[config.mk]
export PLATFORM = sky130hd
export DESIGN_NAME = sequential_signed_36x18_divider
export DESIGN_NICKNAME = d
export VERILOG_FILES = /design/src/rtl/sequential_signed_36x18_divider.sv
export SDC_FILE = /design/constraint.sdc
export NUM_CORES = 1
export LEC_CHECK = 0
export CAP_MARGIN = 0
export CORE_ASPECT_RATIO = 1.5
export CORE_MARGIN = 3
export CORE_UTILIZATION = 41
export CTS_CLUSTER_SIZE = 40
export DETAILED_ROUTE_END_ITERATION = 8
export HOLD_SLACK_MARGIN = 0.05
export SYNTH_ARGS = -nofsm -noshare
export SYNTH_HDL_FRONTEND = slang
export SYNTH_SLANG_ARGS = --single-unit
[constraint.sdc]
create_clock -name clk -period 4.6 [get_ports clk]
set_input_delay 1.15 -clock clk [delete_from_list [all_inputs] [get_ports clk]]
set_output_delay 1.15 -clock clk [all_outputs]
set_load 0.005 [all_outputs]
[src/rtl/sequential_signed_36x18_divider.sv]
// Multicycle signed 36/18 divider: radix-2 restoring division on magnitudes, fixed 20-cycle latency.
// Define DIVIDER_REMAINDER_EN to compute the signed remainder; otherwise remainder is tied to 0.
//
// state    | meaning
// ---------+-------------------------------------------------------------
// S_IDLE   | waiting for input_rdy; operands latched on accept
// S_SETUP  | form magnitudes and signs, range/zero prechecks
// S_DIVIDE | 18 restoring iterations, one quotient bit per cycle
// S_FIXUP  | apply signs, saturate, register outputs, pulse done
module sequential_signed_36x18_divider (
  input  logic        clk,
  input  logic        reset,
  input  logic        input_rdy,
  input  logic [35:0] dividend,
  input  logic [17:0] divisor,
  output logic [17:0] quotient,
  output logic [17:0] remainder,
  output logic        busy,
  output logic        done,
  output logic        overflow,
  output logic        div_by_zero
);

  typedef enum logic [1:0] {
    S_IDLE,
    S_SETUP,
    S_DIVIDE,
    S_FIXUP
  } state_t;

  localparam logic [17:0] SAT_POS = 18'h1FFFF;
  localparam logic [17:0] SAT_NEG = 18'h20000;

  state_t      state_q;
  logic [35:0] dvd_q;
  logic [17:0] dvs_q;
  logic [17:0] dvs_mag_q;
  logic [18:0] pr_q;
  logic [17:0] low_q;
  logic [17:0] qmag_q;
  logic [4:0]  cnt_q;
  logic        res_neg_q;
  logic        dvd_neg_q;
  logic        ovf_pre_q;
  logic        dz_q;

  logic [17:0] quotient_q;
  logic        busy_q;
  logic        done_q;
  logic        overflow_q;
  logic        dz_out_q;

  logic [35:0] dvd_abs;
  logic [17:0] dvs_abs;
  logic [18:0] pr_shift;
  logic [18:0] pr_diff;
  logic        q_bit;
  logic [18:0] pr_d;
  logic [17:0] quotient_d;
  logic        overflow_d;

  always_comb begin
    dvd_abs = dvd_q[35] ? (36'd0 - dvd_q) : dvd_q;
    dvs_abs = dvs_q[17] ? (18'd0 - dvs_q) : dvs_q;
  end

  // Trial subtraction; the 19-bit shifted value holds one bit beyond the divisor width.
  always_comb begin
    pr_shift = 19'({pr_q, low_q[17]});
    pr_diff  = pr_shift - {1'b0, dvs_mag_q};
    q_bit    = (pr_shift >= {1'b0, dvs_mag_q});
    pr_d     = q_bit ? pr_diff : pr_shift;
  end

  always_comb begin
    quotient_d = res_neg_q ? (18'd0 - qmag_q) : qmag_q;
    overflow_d = 1'b0;
    if (dz_q) begin
      quotient_d = dvd_neg_q ? SAT_NEG : SAT_POS;
    end else if (ovf_pre_q ||
                 (res_neg_q ? (qmag_q > 18'd131072) : (qmag_q > 18'd131071))) begin
      quotient_d = res_neg_q ? SAT_NEG : SAT_POS;
      overflow_d = 1'b1;
    end
  end

`ifdef DIVIDER_REMAINDER_EN
  logic [17:0] remainder_q;
  logic [17:0] remainder_d;

  always_comb begin
    remainder_d = dvd_neg_q ? (18'd0 - pr_q[17:0]) : pr_q[17:0];
    if (dz_q || overflow_d) begin
      remainder_d = 18'd0;
    end
  end

  always_ff @(posedge clk) begin
    if (reset) begin
      remainder_q <= 18'd0;
    end else if (state_q == S_FIXUP) begin
      remainder_q <= remainder_d;
    end
  end

  assign remainder = remainder_q;
`else
  assign remainder = 18'd0;
`endif

  always_ff @(posedge clk) begin
    if (reset) begin
      state_q    <= S_IDLE;
      dvd_q      <= 36'd0;
      dvs_q      <= 18'd0;
      dvs_mag_q  <= 18'd0;
      pr_q       <= 19'd0;
      low_q      <= 18'd0;
      qmag_q     <= 18'd0;
      cnt_q      <= 5'd0;
      res_neg_q  <= 1'b0;
      dvd_neg_q  <= 1'b0;
      ovf_pre_q  <= 1'b0;
      dz_q       <= 1'b0;
      quotient_q <= 18'd0;
      busy_q     <= 1'b0;
      done_q     <= 1'b0;
      overflow_q <= 1'b0;
      dz_out_q   <= 1'b0;
    end else begin
      done_q <= 1'b0;
      case (state_q)
        S_IDLE: begin
          if (input_rdy) begin
            dvd_q   <= dividend;
            dvs_q   <= divisor;
            busy_q  <= 1'b1;
            state_q <= S_SETUP;
          end
        end
        S_SETUP: begin
          dvd_neg_q <= dvd_q[35];
          res_neg_q <= dvd_q[35] ^ dvs_q[17];
          ovf_pre_q <= (dvd_abs >= {dvs_abs, 18'd0});
          dz_q      <= (dvs_q == 18'd0);
          dvs_mag_q <= dvs_abs;
          // Without a precheck overflow the upper half is already below |divisor|,
          // so it seeds the partial remainder and only 18 iterations are needed.
          pr_q      <= {1'b0, dvd_abs[35:18]};
          low_q     <= dvd_abs[17:0];
          qmag_q    <= 18'd0;
          cnt_q     <= 5'd0;
          state_q   <= S_DIVIDE;
        end
        S_DIVIDE: begin
          pr_q   <= pr_d;
          low_q  <= {low_q[16:0], 1'b0};
          qmag_q <= {qmag_q[16:0], q_bit};
          cnt_q  <= cnt_q + 5'd1;
          if (cnt_q == 5'd17) begin
            state_q <= S_FIXUP;
          end
        end
        S_FIXUP: begin
          quotient_q <= quotient_d;
          overflow_q <= overflow_d;
          dz_out_q   <= dz_q;
          busy_q     <= 1'b0;
          done_q     <= 1'b1;
          state_q    <= S_IDLE;
        end
        default: state_q <= S_IDLE;
      endcase
    end
  end

  assign quotient    = quotient_q;
  assign busy        = busy_q;
  assign done        = done_q;
  assign overflow    = overflow_q;
  assign div_by_zero = dz_out_q;

endmodule
* Word level (Yosys, flattened, before mapping)
Index checks and enable logic that the tools add are counted.
** Word-level totals
- Register bits :: 159
- Bits of input ports :: 57
- Output and inout bits :: 40
- Logic and storage cells :: 62
** Operators by class
- $add $sub $neg :: 5
- Order comparisons :: 4
- Eq/ne operators :: 6
- Mux-type cells :: 21
- Bitwise operators :: 1
- Reductions and logical operators :: 8
** Operators by type and width (count)
- $mux 18 :: 7
- $pmux 18 s2 :: 3
- $ge 36x36->1 :: 1
- $mux 36 :: 1
- $sub 1x18->18 const A :: 2
- $sub 1x36->36 const A :: 1
- $ge 19x18->1 :: 1
- $gt 18x17->1 const B :: 1
- $gt 18x18->1 const B :: 1
- $logic_not 18->1 :: 1
- $sub 18x18->18 :: 1
- $pmux 5 s2 :: 1
- $pmux 2 s4 :: 1
- $reduce_and 2->1 :: 3
- $add 5x1->5 const B :: 1
- $eq 5x5->1 const B :: 1
- $mux 1 :: 5
- $eq 2x2->1 const B :: 2
- $mux 2 :: 2
- $ne 2x2->1 const B :: 2
- $reduce_bool 2->1 :: 2
- $eq 2x1->1 const B :: 1
- $logic_not 2->1 :: 1
- $pmux 1 s2 :: 1
- other kinds (2) :: 2

* Depth between registers and ports, before layout
Gate-level depths: netlist (run 1).
- Word-level depth :: 5
- Mapped depth :: 15
- Depth with buffers taken out :: 14

* Least setup slack after synthesis (run 1)
No wires, ideal clock.
- Kind :: reg2reg
- From :: register dvd_q[1]
- To :: register ovf_pre_q
- Data arrival time :: 3.314 ns
- Required time :: 4.513 ns
- Setup slack :: 1.199 ns
- Stages on the path, launching flop included :: 16
- Buffers on the path :: 1
- Clock period less this slack :: 3.401 ns
- Cells stage by stage :: dfxtp_1 -> clkbuf_1 -> inv_1 -> ha_1 -> or4b_2 -> nor3_1 -> nand4_1 -> o21ai_1 -> xnor2_1 -> ha_1 -> a21o_1 -> a21oi_1 -> a211o_1 -> nor4_1 -> nand4b_1 -> o31ai_1
** Between the ends
- Cells in the longest elaborated chain, start to end :: 3
** Ends and longest elaborated chain
- start: declaration :: line 35 : logic [35:0] dvd_q;
- start signal: assignment :: line 135 : dvd_q <= dividend;
- $sub 1x36->36 :: line 63 : dvd_abs = dvd_q[35] ? (36'd0 - dvd_q) : dvd_q;
- $mux 36 * :: line 63
- $ge 36x36->1 * :: line 144 : ovf_pre_q <= (dvd_abs >= {dvs_abs, 18'd0});
- end signal: assignment :: line 144
- end: declaration :: line 44 : logic ovf_pre_q;
Every way passes the cells marked *; elsewhere a longest branch is shown, timed or not.
A chain may end at the register's enable or synchronous reset.

* Final worst setup path (run 1)
Same ends and word-level chain as after synthesis.

==> results of run 1 <==
[power by group]
part	leakage, nW	internal (W)	switching (W)
registers	1.30	0.00165	0.000307
clock network	0.278	0.000864	0.000621
logic	2.48	0.00171	0.00267
[cells by family (layout without fill, tap and decap cells)]
group	Yosys count	count (layout)	synth area share (%)
xor+xnor	64	64	5.842
compound gates	339	339	22.70
mux	31	31	3.273
fa+ha+maj	46	46	6.077
flops	159	159	33.18
simple gates	460	460	22.57
other cells	1	18	0.03909
buf+inv	138	164	6.312
[area by class of cell]
class	count	area, sq um
fill	2284	11630
multi-input combinational	958	5884
sequential	159	3183
timing repair buffer	89	860.8
clock buffer	18	429.2
tap	310	387.9
clock inverter	14	181.4
inverter	43	161.4
[final timing paths]
path	to	start	depth (start not counted)
worst min register to register	low_q[14]	low_q[14]	2
worst max register to register	ovf_pre_q	dvd_q[1]	14
worst max-delay path	ovf_pre_q	dvd_q[1]	14
worst min-delay path	low_q[14]	low_q[14]	2
[Yosys cell counts, types with 5 or more instances]
cell type,count,area [sq um]
o21a_1,9,67.56
o221ai_1,10,87.58
a211oi_1,24,180.2
clkbuf_1,56,210.2
o31a_1,5,43.79
o31ai_1,18,135.1
a21oi_1,118,590.6
a221oi_1,5,43.79
nor4_1,10,62.56
nand2b_1,6,37.54
nor2b_1,11,68.82
a21o_1,9,67.56
o21ai_0,61,305.3
xnor2_1,31,271.5
nand2_1,201,754.5
or3_1,7,43.79
o21ai_1,5,25.02
o41ai_1,7,61.31
ha_1,45,563.0
nand4_1,13,81.33
buf_4,18,135.1
o211ai_1,5,37.54
nor3_1,21,105.1
or4_1,5,37.54
buf_1,15,56.30
dfxtp_1,159,3183
xor2_1,33,289.0
nor2_1,105,394.1
or2_2,6,37.54
mux2i_1,28,280.3
and3_1,10,62.56
nand3_1,36,180.2
a22o_1,8,70.07
inv_1,42,157.7
a31oi_1,15,93.84
[registers in the layout, summed over array words and instances, names as in the netlist, 2 cells and up]
signal	cells
cnt_q	5
dvd_q	36
dvs_mag_q	18
dvs_q	18
low_q	18
pr_q	18
qmag_q	18
quotient	18
state_q	2
[metal layers]
| layer | routed length [microns] | part of all wire [%] |
|---|---|---|
| met5 | 0 | 0 |
| met2 | 13590 | 51 |
| met4 | 718 | 2.7 |
| met3 | 1003 | 3.8 |
| met1 | 11080 | 42 |
[worst register-to-register path, cell delays in order (launching register included)]
cell and delay [ns]:
dfxtp_1 0.39, inv_1 0.09, ha_1 0.28, or4b_2 0.66, nor3_1 0.27, nand4_1 0.33, o31ai_1 0.36, xnor2_1 0.15
ha_1 0.29, nand4_1 0.11, nor2_1 0.22, nand4_1 0.13, nor4_1 0.26, nand4b_1 0.13, o31ai_1 0.19
[per-stage QoR]
step                      power [W]  setup WS [ns]  hold slack [ns]  cells
after floorplan            0.005191          1.199           0.4321   1255
after global placement     0.006329         0.7572           0.4414   1559
after detailed placement   0.006361         0.6775           0.4529   1559
after CTS                  0.007857         0.6561           0.4634   1591
after global routing       0.008472         0.1908           0.4864   1591
final                      0.007829         0.6673           0.4619   1591
==> flow_summary.yaml, run 1 <==
route:
  drt-initial-drc-count: 389
  ant_nets: 0
  vias: 8762
  drt-total-wl_microns: 26400
  via_per_inst: 5.507
  wl_per_cell_microns: 16.59
  drc: 0
  dr.pass1.iters: 5
floorplanning:
  coreArea_sq_um: 22720
  ios: 97
  rows: 67
  dieWidth_microns: 130.9
  die_h_microns: 193.4
  initial_core_util_pct: 42.23
  die_area_sq_um: 25310
sta:
  maxSlewViolCount: 0
  setup_violations: 0
  final_hold_viol_count: 0
  rsz0062_at_grt: "false"
  fin_tns_setup_ns: 0
  slew_headroom_pct: 32.99
  worst_slew_pin_slew_ns: 1.002
  fin_crit_ns: 3.933
  clock_skew_ns: 0.01016
  post-route-period-util_pct: 85.49
  max_freq_mhz: 254.3
worst_setup_path:
  critPathMaxStageDelay_ns: 0.66
  required_ns: 4.95
  ff2ff_setup_slack_ns: 0.67
  path_class: "flop to flop"
  worstPathArrival_ns: 4.28
  cp_top_family: "simple AND/OR/NAND/NOR gates"
  critical_path.slowest_cell: "or4b_2"
  crit_top_cell: "nand4_1"
  cp-end-kind: "flop"
  critical_path_peak_fanout: 7
  startpoint_type: "flop"
  crit_path_cell_trace: "inv_1, ha_1, or4b_2, nor3_1, nand4_1, o31ai_1, xnor2_1, ha_1, nand4_1, nor2_1, nand4_1, nor4_1, nand4b_1, o31ai_1"
  crit_buf_inv: 1
yosys:
  synth_edf_count: 0
  ys_async_sr_fraction_pct: 0
  syn_area_sq_um: 9594
  ys.flop_type: "dfxtp_1"
  synth_cell_types: 77
  synth_seq_area_share_pct: 33.18
  avgSynthCellArea_sq_um: 7.750
  synth-seq-cells: 159
  yosysWarnings: 0
  synth_cells: 1238
placed_design:
  dpl.hpwl_microns: 19790
  gp_congestion: 0.9253
  postPlaceCellArea_sq_um: 10480
  numPortBuffers: 78
grt:
  grt_pass1_vias: 8446
  use_met2_pct: 36.92
  grt-ovfl-total: 0
  grt_max_degree: 74
  track_usage_pct: 21.26
  grt_antenna_before_repair: 0
  met3_usage_pct: 3.284
  grtUsageMet1_pct: 26.11
  grt_pass1_wl_microns: 43610
  gr-max-usage-layer: "met2"
cts:
  clockBufferDepth: 2
  cts_tree: "built"
  cts_buffers: 17
  htreeDepth: 4
  cts-resized-gates: 0
  worstSkewPairLatency_ns: 0.43
  clock_sinks: 159
  path_clk_slew_ns: 0.07
  cts_hold_buf: 0
  post_cts_buffers: 0
  cts-root-buf: "clkbuf_16"
finish:
  mostFrequentLayoutCells: "nand2_1, dfxtp_1, a21oi_1, nor2_1, clkdlybuf4s50_1"
  final_common_cell: "nand2_1"
  num-nets-final: 1371
  stdcell_area_sq_um: 11090
  utilization_pct: 48.81
  drive_gt1_share_pct: 6.011
  num_antenna_cells: 0
  syn_to_final_growth_pct: 15.57
flow_run:
  drv_cap: 0
power_and_ir_drop:
  ir_drop_uv: 307.5
  p_leak_nw: 4.053
  powerDensity_nw_per_um2: 706.1
status:
  status: "complete, no violations"
worst_hold_path:
  min_path_type: "flop to flop"
No activity file was read; power rests on OpenSTA's default activity.
==> run 2: changes to the inputs <==
GPL_TIMING_DRIVEN = 0   (was not set)
SKIP_LAST_GASP = 1   (was not set)
==> flow_summary.yaml, run 2 (same netlist as run 1, synthesis figures left out) <==
status:
  status: "complete, no violations"
cts:
  clock_sinks: 159
  cts_hold_buf: 0
  cts_tree: "built"
  cts-resized-gates: 0
  cts-root-buf: "clkbuf_16"
  clockBufferDepth: 2
  path_clk_slew_ns: 0.06
  worstSkewPairLatency_ns: 0.44
  cts_buffers: 17
  htreeDepth: 4
  post_cts_buffers: 0
flow_run:
  drv_cap: 0
finish:
  mostFrequentLayoutCells: "nand2_1, dfxtp_1, a21oi_1, nor2_1, clkdlybuf4s50_1"
  num-nets-final: 1454
  largest_register_ffs: 36
  largest_register: "dvd_q"
  fillCellCount: 2304
  syn_to_final_growth_pct: 19.72
  num_antenna_cells: 0
  drive_gt1_share_pct: 6.163
  stdcell_area_sq_um: 11490
  seqCellArea_sq_um: 3183
  final_common_cell: "nand2_1"
  multi_input_area_sq_um: 5869
route:
  vias: 9113
  dr.pass1.iters: 5
  drc: 0
  drt-total-wl_microns: 28880
  via_per_inst: 5.447
  wl_per_cell_microns: 17.26
  ant_nets: 0
  drt-initial-drc-count: 480
sta:
  rsz0062_at_grt: "false"
  final_hold_viol_count: 0
  worst_slew_pin_slew_ns: 0.8160
  fin_tns_setup_ns: 0
  post-route-period-util_pct: 96.36
  max_freq_mhz: 225.6
  clock_skew_ns: 0.01164
  whs_ns: 0.4653
  slew_headroom_pct: 45.60
  fin_crit_ns: 4.432
  setup_violations: 0
  maxSlewViolCount: 0
  postLayoutSetupSlackWorst_ns: 0.1676
worst_setup_path:
  path_class: "flop to flop"
  critical_path_peak_fanout: 7
  startpoint_type: "flop"
  cp-end-kind: "flop"
  worstPathArrival_ns: 4.73
  required_ns: 4.90
floorplanning:
  initial_core_util_pct: 42.23
  die_h_microns: 193.4
  dieWidth_microns: 130.9
  ios: 97
  die_area_sq_um: 25310
  coreArea_sq_um: 22720
  rows: 67
power_and_ir_drop:
  ir_drop_uv: 333.0
  powerDensity_nw_per_um2: 703.9
  p_leak_nw: 4.257
  power.total_w: 0.008085
grt:
  track_usage_pct: 23.28
  grt_max_degree: 17
  grt_pass1_vias: 8846
  grt_antenna_before_repair: 0
  grt-ovfl-total: 0
  grt_pass1_wl_microns: 46830
worst_hold_path:
  min_path_type: "flop to flop"
placed_design:
  numPortBuffers: 77
  postPlaceCellArea_sq_um: 10820
  dpl.hpwl_microns: 22640
  gp_congestion: 0.9114
  dp_slack_ns: 0.2809
run 2: cell count changes in the layout (fill, tap and decap cells not counted), moves of 3 or more:
cell,delta
buf_2,+4
clkinvlp_4,-6
clkbuf_1,+55
clkbuf_8,+3
buf_4,+6
clkinv_4,+4
buf_1,+15
run 2: layout make-up:
cell class	count	share of cell area (%)
Multi-Input combinational cell	958	51.10
Clock buffer	20	4.063
Tap cell	310	3.377
Timing Repair Buffer	77	6.710
Clock inverter	11	1.765
Buffer	95	3.867
Inverter	43	1.405
Sequential cell	159	27.71
run 2: worst paths after layout:
path | startpoint | endpoint | slack [ns] | cells after the start
setup reg to reg | dvd_q[1] | ovf_pre_q | 0.17 | 15
hold / removal | low_q[0] | low_q[0] | 0.47 | 2
setup / recovery | dvd_q[1] | ovf_pre_q | 0.17 | 15
hold reg to reg | low_q[0] | low_q[0] | 0.47 | 2
run 2: worst max-delay path: stages, from the launching register on:
cell,delay [ns]
dfxtp_1,0.29
clkbuf_1,0.20
inv_1,0.10
ha_1,0.38
or4b_2,0.69
nor3_1,0.25
nand4_1,0.32
o31ai_1,0.33
xnor2_1,0.27
ha_1,0.32
nand4_1,0.11
nor2_1,0.09
a211oi_1,0.24
nand3_1,0.10
o31ai_1,0.47
o31ai_1,0.14
run 2: stage by stage:
stage	cells	util [%]
2_1_floorplan	1255	-
3_3_place_gp	1642	47.61
3_5_place_dp	1642	47.61
4_1_cts	1673	50.56
5_1_grt	1673	50.56
6_report	1673	50.56
run 2: power by group:
part / internal, W / total (W) / switching [W]
registers: 0.00165 / 0.00190 / 0.000246
clock network: 0.00101 / 0.00161 / 0.000598
logic: 0.00172 / 0.00458 / 0.00285
total: 0.00439 / 0.00808 / 0.00370
run 2: layer usage:
layer / up-vias / share of wire, % / track usage [%]
met2: 230 / 50 / 39.73
met4: 0 / 3.5 / 9.874
met3: 50 / 3.7 / 3.587
li1: 4599 / - / -
met1: 4234 / 42 / 28.61
met5: - / 0 / 0
==> run 3: changes to the inputs <==
RECOVER_POWER = 100   (was not set)
SETUP_SLACK_MARGIN = 0.05   (was not set)
==> flow_summary.yaml, run 3 (same netlist as run 1, synthesis figures left out) <==
status:
  status: "complete, no violations"
cts:
  htreeDepth: 4
  clockBufferDepth: 2
  worstSkewPairLatency_ns: 0.44
  cts_hold_buf: 0
  cts-root-buf: "clkbuf_16"
  post_cts_buffers: 0
  clock_sinks: 159
  cts_buffers: 17
  cts-resized-gates: 0
  cts_tree: "built"
  path_clk_slew_ns: 0.06
floorplanning:
  ios: 97
  coreArea_sq_um: 22720
  die_h_microns: 193.4
  dieWidth_microns: 130.9
  initial_core_util_pct: 42.23
  die_area_sq_um: 25310
  rows: 67
route:
  dr.pass1.iters: 7
  drt-initial-drc-count: 546
  wl_per_cell_microns: 17.28
  drt-total-wl_microns: 28910
  via_per_inst: 5.433
  drc: 0
  ant_nets: 0
  vias: 9090
worst_setup_path:
  crit_start: "dvd_q[1]"
  reg2reg_from: "dvd_q[1]"
  crit_buf_inv: 2
  cp-endpoint: "ovf_pre_q"
  critPathMaxStageDelay_ns: 0.67
  worst-path-stages: 15
  cp_top_family: "simple AND/OR/NAND/NOR gates"
  crit_top_cell: "o31ai_1"
  required_ns: 4.90
  critical_path.slowest_cell: "or4b_2"
  startpoint_type: "flop"
  crit_path_cell_trace: "clkbuf_1, inv_1, ha_2, or4b_2, nor3_1, nand4_1, o31ai_1, xnor2_1, ha_1, nand4_1, nor2_1, a211oi_1, nand3_1, o31ai_1, o31ai_1"
  cp-end-kind: "flop"
  timing.rr.end: "ovf_pre_q"
  critical_path_peak_fanout: 7
  r2r_cells: 15
  ff2ff_setup_slack_ns: 0.27
  path_class: "flop to flop"
  worstPathArrival_ns: 4.63
placed_design:
  gp_congestion: 0.9114
  postPlaceCellArea_sq_um: 10820
  dpl.hpwl_microns: 22640
  placedCellCount: 1642
  numPortBuffers: 77
sta:
  clock_skew_ns: 0.01218
  max_freq_mhz: 230.8
  fin_crit_ns: 4.333
  setup_violations: 0
  worst_slew_pin_slew_ns: 0.8109
  slew_headroom_pct: 45.94
  maxSlewViolCount: 0
  post-route-period-util_pct: 94.20
  fin_tns_setup_ns: 0
  final_hold_viol_count: 0
  rsz0062_at_grt: "false"
  whs_ns: 0.4653
worst_hold_path:
  min_path_type: "flop to flop"
power_and_ir_drop:
  powerDensity_nw_per_um2: 704.0
  ir_drop_uv: 337.3
  p_leak_nw: 4.321
finish:
  fillCellCount: 2306
  mostFrequentLayoutCells: "nand2_1, dfxtp_1, a21oi_1, nor2_1, clkbuf_1"
  syn_to_final_growth_pct: 19.58
  drive_gt1_share_pct: 5.869
  num-nets-final: 1454
  utilization_pct: 50.50
  stdcell_area_sq_um: 11470
  largest_register_ffs: 36
  final_common_cell: "nand2_1"
  largest_register: "dvd_q"
  num_antenna_cells: 0
  final_cells: 1673
grt:
  track_usage_pct: 23.28
  grt_pass1_wl_microns: 46830
  grt_max_degree: 17
  grt_antenna_before_repair: 0
  grt-ovfl-total: 0
  grt_pass1_vias: 8846
flow_run:
  drv_cap: 0
[run 3: cell types whose count changed in the layout (fill, tap and decap cells not counted), moves of 2 or more]
cell / before / now
buf_1: 15 / 5
o21ai_0: 61 / 63
buf_2: 4 / 2
clkbuf_1: 56 / 68
dlygate4sd3_1: 0 / 23
clkdlybuf4s50_1: 77 / 54
o21ai_1: 5 / 3
[run 3: layer usage]
metal  wire (microns)  GRT usage (%)
met2            14490          39.73
met4             1042          9.874
met3             1248          3.587
met1            12120          28.61
met5                0              0
[run 3: stage by stage]
step | setup slack, ns | power [W]
CTS | 0.2553 | 0.008067
finish | 0.2670 | 0.008077
global route | 0.08173 | 0.008676
detailed placement | 0.2809 | 0.006442
global placement | 0.2777 | 0.006405
floorplan | 1.199 | 0.005191
[run 3: where the power goes]
part	switching (W)	internal, W	total, W
clock network	0.000597	0.00101	0.00161
registers	0.000245	0.00165	0.00190
logic	0.00286	0.00171	0.00457
[run 3: how the worst min path moves through the flow]
stage	from	endpoint	slack, ns	cells after the start
final	low_q[0]	low_q[0]	0.47	2
after floorplan	low_q[14]	low_q[14]	0.43	2
after detailed placement	low_q[14]	low_q[14]	0.46	2
after global routing	quotient[0]	quotient[0]	0.50	1
after CTS	low_q[14]	low_q[14]	0.46	2
after global placement	low_q[14]	low_q[14]	0.44	2
[run 3: tightest hold or removal path, delay by kind of cell, from the launching register on]
family / cells / cell delay [ns]
simple gates: 1 / 0.06
flops: 1 / 0.31
compound gates: 1 / 0.05
[run 3: final cells by class]
| type | count | area [sq um] | area share, % |
|---|---|---|---|
| Clock inverter | 11 | 202.7 | 1.767 |
| Timing Repair Buffer | 77 | 770.7 | 6.718 |
| Sequential cell | 159 | 3183 | 27.75 |
| Buffer | 95 | 441.7 | 3.850 |
| Clock buffer | 20 | 466.7 | 4.068 |
| Multi-Input combinational cell | 958 | 5858 | 51.06 |
| Tap cell | 310 | 387.9 | 3.381 |
| Inverter | 43 | 161.4 | 1.407 |
